===== src/rtl/fifo_rd_pkg.sv =====
// Shared constants and types for the FIFO reader-side stream adapter.
package fifo_rd_pkg;
  localparam int RD_LAT_FWFT = 0;
  localparam int RD_LAT_REG  = 1;
  localparam int BUF_DEPTH   = 2;

  typedef logic [1:0] occ_t;
endpackage


===== src/rtl/fifo_rd_skid.sv =====
// Two-entry circular output buffer presenting a valid/ready stream.
module fifo_rd_skid
  import fifo_rd_pkg::*;
#(
  parameter int width = 8
) (
  input  logic             clk,
  input  logic             rst,
  input  logic             init_n,
  input  logic             wr_en,
  input  logic [width-1:0] wr_data,
  input  logic             out_ready,
  output logic             out_valid,
  output logic [width-1:0] out_data,
  output logic             drain,
  output occ_t             occ
);

  logic [width-1:0] mem [BUF_DEPTH];
  logic             head;
  logic             tail;

  assign out_valid = (occ != 2'd0);
  assign drain     = out_valid & out_ready;
  // Output comes straight from storage so fifo_data never reaches out_data combinationally.
  assign out_data  = mem[head];

  always_ff @(posedge clk or posedge rst) begin
    if (rst) begin
      for (int i = 0; i < BUF_DEPTH; i++) mem[i] <= '0;
      head <= 1'b0;
      tail <= 1'b0;
      occ  <= 2'd0;
    end else if (!init_n) begin
      for (int i = 0; i < BUF_DEPTH; i++) mem[i] <= '0;
      head <= 1'b0;
      tail <= 1'b0;
      occ  <= 2'd0;
    end else begin
      if (wr_en) begin
        mem[tail] <= wr_data;
        tail      <= ~tail;
      end
      if (drain) head <= ~head;
      case ({wr_en, drain})
        2'b10:   occ <= occ + 2'd1;
        2'b01:   occ <= occ - 2'd1;
        default: occ <= occ;
      endcase
    end
  end

endmodule


===== src/rtl/fifo_rd_stream.sv =====
// Reader adapter: issues FIFO pops, tracks in-flight words and counts delivered words.
module fifo_rd_stream
  import fifo_rd_pkg::*;
#(
  parameter int width      = 8,
  parameter int rd_latency = 0,
  parameter int cnt_width  = 16
) (
  input  logic                 clk,
  input  logic                 rst,
  input  logic                 init_n,
  input  logic                 fifo_empty,
  input  logic [width-1:0]     fifo_data,
  output logic                 fifo_pop_n,
  output logic                 out_valid,
  input  logic                 out_ready,
  output logic [width-1:0]     out_data,
  output logic [1:0]           buf_cnt,
  output logic [cnt_width-1:0] words_out
);

  logic       pop;
  logic       inflight;
  logic       drain;
  logic       wr_en;
  logic [2:0] pending;
  occ_t       occ;

  // Slots committed after this edge; at most 2 exist, so pop only when one is left free.
  assign pending    = {1'b0, occ} + {2'b00, inflight} - {2'b00, drain};
  assign pop        = ~rst & init_n & ~fifo_empty & (pending < 3'd2);
  assign fifo_pop_n = ~pop;
  assign buf_cnt    = occ;

  if (rd_latency == RD_LAT_REG) begin : g_reg
    // pop is low while init_n=0, which discards any word in flight.
    always_ff @(posedge clk or posedge rst) begin
      if (rst) inflight <= 1'b0;
      else     inflight <= pop;
    end
    assign wr_en = inflight & init_n;
  end else begin : g_fwft
    assign inflight = 1'b0;
    assign wr_en    = pop;
  end

  fifo_rd_skid #(.width(width)) u_skid (
    .clk       (clk),
    .rst       (rst),
    .init_n    (init_n),
    .wr_en     (wr_en),
    .wr_data   (fifo_data),
    .out_ready (out_ready),
    .out_valid (out_valid),
    .out_data  (out_data),
    .drain     (drain),
    .occ       (occ)
  );

  always_ff @(posedge clk or posedge rst) begin
    if (rst)         words_out <= '0;
    else if (!init_n) words_out <= '0;
    else if (drain)   words_out <= words_out + 1'b1;
  end

endmodule


===== config.mk =====
export PLATFORM = sky130hd
export DESIGN_NAME = fifo_rd_stream
export DESIGN_NICKNAME = d
export VERILOG_FILES = /design/src/rtl/fifo_rd_pkg.sv /design/src/rtl/fifo_rd_skid.sv /design/src/rtl/fifo_rd_stream.sv
export SDC_FILE = /design/constraint.sdc
export NUM_CORES = 1
export LEC_CHECK = 0
export ABC_AREA = 1
export CAP_MARGIN = 20
export CORE_UTILIZATION = 34
export DETAILED_ROUTE_END_ITERATION = 8
export SLEW_MARGIN = 10
export SYNTH_ARGS = -nofsm -noshare
export SYNTH_HDL_FRONTEND = slang
export SYNTH_SLANG_ARGS = --single-unit

===== constraint.sdc =====
create_clock -name clk -period 1.46 [get_ports clk]
set_input_delay 0.292 -clock clk [delete_from_list [all_inputs] [get_ports clk]]
set_output_delay 0.292 -clock clk [all_outputs]
set_load 0.01 [all_outputs]

# --- Yosys cells after proc, flatten, opt, wreduce, memory -nomap -nowiden ---
# Cells that the tools add are included.
# W data, S select, Z words.
totals:
  register_bits: 36
  elab_cells: 48
  inputBits: 13
  output_inout_bits: 28
classes:
  bitwise_logic: 11
  order_cmp: 4
  addsub: 4
  mux: 16
  n_eq_ne: 5
  n_reduce_logical: 2
op_table:
  columns: ["cell", "count"]
  rows:
  - ["$mux W16", 4]
  - ["$mux W8", 4]
  - ["$add A16 B1 Y16 const B", 1]
  - ["$bwmux W16", 1]
  - ["$demux W8 S1", 1]
  - ["$not A1 Y1", 5]
  - ["$and A1 B1 Y1", 4]
  - ["$ge A2 B2 Y1 const B", 2]
  - ["$mux W1", 4]
  - ["$ne A2 B1 Y1 const B", 2]
  - ["$not A1 Y2", 2]
  - ["$pmux W2 S2", 1]
  - ["$lt A3 B2 Y1 const B", 1]
  - ["$ne A3 B1 Y1 const B", 1]
  - ["$sub A2 B1 Y3", 1]
  - ["$add A2 B1 Y2 const B", 1]
  - ["$eq A2 B1 Y1 const B", 1]
  - ["$eq A2 B2 Y1 const B", 1]
  - ["$lt A2 B1 Y1 const B", 1]
  - ["$mux W2", 1]
  - ["$reduce_bool A2 Y1", 1]
  - ["$sub A2 B1 Y2 const B", 1]
  - ["$logic_and A1 B1 Y1", 1]

# --- Logic depth before layout (Yosys ltp) ---
depth:
  word_depth: 8
  depth_mapped: 8

# --- Hierarchy ---
# A second synthesis with hierarchy kept.
unflattened:
  cells_unflattened: 245
  area_unflattened_um2: 1906.8
by_module_without_submodules:
  columns: ["mod", "instances", "cells_each", "seq_area_each_um2", "area_per_inst_um2"]
  rows:
  - ["fifo_rd_skid", 1, 111, 500.5, 965.9]
  - ["fifo_rd_stream", 1, 134, 400.4, 940.9]

# --- Worst setup path after synthesis ---
# No wires, ideal clock.
synth_path:
  kind: "flip-flop to flip-flop"
  startpoint: "reg u_skid.occ[0]"
  endpoint: "reg words_out[9]"
  period_less_slack_ps: 1355
  setup_ps: 120
  slack_ps: 105
  t_required_ps: 1340
  path_buffers: 0
  t_arrival_ps: 1235
  path_stages_with_launch: 8
  path_cell_list: "dfrtp_1 -> nor2_2 -> inv_1 -> nand2_1 -> nor2_2 -> nand2_1 -> o21ai_0 -> nor2_1"
synth_between:
  elab_chain_cells: 3
synth_lines:
  columns: ["item", "line", "rtl"]
  rows:
  - ["from (decl)", "fifo_rd_skid.sv:16", "output occ_t occ"]
  - ["from (signal assigned)", "fifo_rd_skid.sv:46", "2'b10: occ <= occ + 2'd1;"]
  - ["from (signal assigned)", "fifo_rd_skid.sv:47", "2'b01: occ <= occ - 2'd1;"]
  - ["$reduce_bool A2 Y1", "fifo_rd_skid.sv:23", "assign out_valid = (occ != 2'd0);"]
  - ["named net out_valid", "fifo_rd_stream.sv:15", "output logic out_valid,"]
  - ["$and A1 B1 Y1", "fifo_rd_skid.sv:24", "assign drain = out_valid & out_ready;"]
  - ["$ne A2 B1 Y1 (no line)", null, null]
  - ["to (signal assigned)", "fifo_rd_stream.sv:63", "else if (drain) words_out <= words_out + 1'b1;"]
  - ["to (decl)", "fifo_rd_stream.sv:19", "output logic [cnt_width-1:0] words_out"]
# The timed path passes the listed nets, and every way through them passes these cells.
# A chain may end at the register's enable or synchronous reset.

# --- Worst setup path after layout ---
layout_path:
  startpoint: "reg u_skid.occ[1]"
  endpoint: "reg words_out[12]"
layout_between:
  elab_chain_cells: 3
layout_lines:
  columns: ["item", "line"]
  rows:
  - ["$reduce_bool A2 Y1", "fifo_rd_skid.sv:23"]
  - ["$and A1 B1 Y1", "fifo_rd_skid.sv:24"]
  - ["$ne A2 B1 Y1 (no line)", null]
# No other way between the ends.

==> impl_metrics.yaml <==
global_route:
  overflow: 0
  grt_pass1_vias: 1699
  grt_antenna_before_repair: 0
  grt_pass1_wl_um: 7870
  track_usage: 0.169
  grt_max_degree: 37
route:
  route.detailed.drc: 0
  vias: 1837
  drtPass1Iterations: 6
  vias_per_cell: 4.77
  routedWlPerCell_um: 12.4
  wl_um: 4760
  antenna_left: 0
  first_iter_violations: 73
cells_and_area:
  layout-drive-gt1-share: 0.263
  final_nets: 328
  most-common-layout-cells: "inv_1 (45), nand2_1 (44), dfrtp_1 (34), buf_4 (31), dlygate4sd2_1 (19)"
  layout_commonest_cell: "inv_1"
  syn_to_final_growth_pct: 46.1
  layoutNonFillerInstCount: 385
  num_antenna_cells: 0
setup_path:
  crit_path_max_fanout: 6
  worstPathRequired_ns: 1.68
  arrival_ns: 1.67
  rr_startpoint: "u_skid.occ[1]"
  startpoint: "u_skid.occ[1]"
  cp-end-kind: "register"
  reg2reg_to: "words_out[12]"
  path_class: "reg -> reg"
  reg2reg_depth: 8
  r2r_slack_ns: 0.02
  cp-start-kind: "register"
sta:
  tightest_slew_ns: 0.355
  finClkSkew_ns: 0.00504
  timing.hold.ws_ns: 0.233
  max_freq_mhz: 692
  period_share: 0.990
  finalWorstPathRequiredPeriod_ns: 1.44
  slew_violations: 0
  grt_setup_unrepaired: "true"
  slew_headroom: 0.762
  setup_viol: 0
  hold_viol: 0
die:
  die_w_um: 76.1
  die-height_um: 76.1
  start_util: 0.358
  num_io_pins: 41
  die_area_um2: 5790
  row_count: 26
  coreArea_um2: 5200
power:
  powerDensity_nw_per_um2: 1000
  total_leakage_power_nw: 1.34
  clockPowerShare: 0.266
  p_seq_frac: 0.410
  comb_power_share: 0.324
  p_int_w: 0.00182
  ir_drop_mv: 0.405
  p_sw_w: 0.000913
  swShare: 0.335
clock_tree:
  cts_root_buffer: "clkbuf_8"
  path_clk_slew_ns: 0.08
  ctsLongestPathBuffers: 2
  cts_buffers: 5
  clock-sinks: 36
  tritoncts: "built"
  htree_levels: 2
  clkLatencyLatePin_ns: 0.29
placement:
  hpwl_um: 3120
  placement.io_buffers: 40
  gp_congestion: 0.748
  place_inst: 363
synthesis:
  syn-num-nets: 249
  ys_ff_latch: 36
  synth_cells: 235
  postSynthAreaPerCell_um2: 7.94
  synth.distinct_cells: 24
  synth.yosys.seq_area_share: 0.483
  yosysWarningCount: 0
  syn_area_um2: 1870
run_status:
  outcome: "complete, no violations"
worst_hold_path:
  hp-class: "in -> async"
job:
  cap_viol_max_count: 0
==> final cells by class <==
class                      instances  area (um^2)
multi-input combinational        146          837
clock buffer                       5         68.8
sequential                        36          903
clock inverter                     3         18.8
tap                               70         87.6
fill                             520         2480
timing repair buffer              76          626
inverter                          49          184
==> state kept, by name (all words and copies together), names as in the netlist <==
signal / flops
words_out: 16
u_skid.head: 1
u_skid.tail: 1
u_skid.occ: 2
u_skid.mem: 16
==> power groups by stage <==
stage          clock network (W)  logic [W]  registers, W
2_1_floorplan                  0   0.000324       0.00116
3_3_place_gp                   0   0.000731       0.00114
3_5_place_dp                   0   0.000741       0.00113
4_1_cts                 0.000746   0.000787       0.00110
5_1_grt                 0.000778   0.000970       0.00113
6_report                0.000725   0.000884       0.00112
==> metal layers <==
layer / global-route usage / share of wire / vias up
met1: 0.229 / 0.48 / 859
met3: 0.0383 / 0.050 / 8
li1: - / - / 925
met4: 0.0404 / 0.013 / 0
met5: 0 / 0 / -
met2: 0.275 / 0.46 / 45
==> through the flow <==
step | utilization | instance area (um^2) | TNS (ns) | power (W) | worst slack, ns
floorplan | - | 1870 | 0 | 0.00148 | 0.105
global placement | 0.482 | 2510 | -8.89 | 0.00187 | -0.392
detailed placement | 0.482 | 2510 | -9.62 | 0.00187 | -0.395
CTS | 0.505 | 2630 | 0 | 0.00264 | 0.0165
global route | 0.524 | 2730 | -0.324 | 0.00287 | -0.0853
finish | 0.524 | 2730 | 0 | 0.00273 | 0.0150
==> worst max-delay path, cell delays in order (launching register included) <==
cell and delay (ns):
dfrtp_1 0.38, buf_6 0.13, nor2_4 0.03, buf_6 0.11
nor2_4 0.20, nand3_4 0.12, nor2_4 0.17, nand3_1 0.10
a21oi_2 0.12
==> synthesized netlist by cell type (all sizes together) <==
cell type   n  share of area
a21oi      10          0.027
a31oi       1         0.0034
buf         1         0.0060
clkbuf      3         0.0060
dfrtp      36           0.48
ha          1         0.0067
inv        49          0.099
nand2      46          0.097
nand3      15          0.043
nand4       7          0.027
nor2       21          0.050
nor3        4          0.017
o21ai      24          0.078
o21bai      1         0.0040
o22ai      16          0.054
==> kinds of logic after synthesis <==
| kind of cell | Yosys count | synth area share |
|---|---|---|
| simple gates | 93 | 0.233 |
| buf+inv | 53 | 0.111 |
| compound gates | 52 | 0.166 |
| flops | 36 | 0.483 |
| fa+ha+maj | 1 | 0.00671 |
==> repair_timing <==
action | in CTS | in global routing
hold buffers | 0 | 0
pin swaps | 4 | 7
resized for setup | 71 | 30
hold endpoints to repair | 0 | 0
setup buffers | 12 | 2
endpoints found under the setup margin | 37 | 28
==> worst max-delay path by stage <==
stage | endpoint | slack (ns) | depth (start not counted)
after floorplan | words_out[9] | 0.10 | 7
after global placement | fifo_pop_n | -0.39 | 5
after detailed placement | fifo_pop_n | -0.40 | 5
after CTS | u_skid.occ[1] | 0.02 | 8
after global routing | words_out[15] | -0.09 | 8
final | words_out[12] | 0.02 | 8
Power figures use the tool's default switching activity.
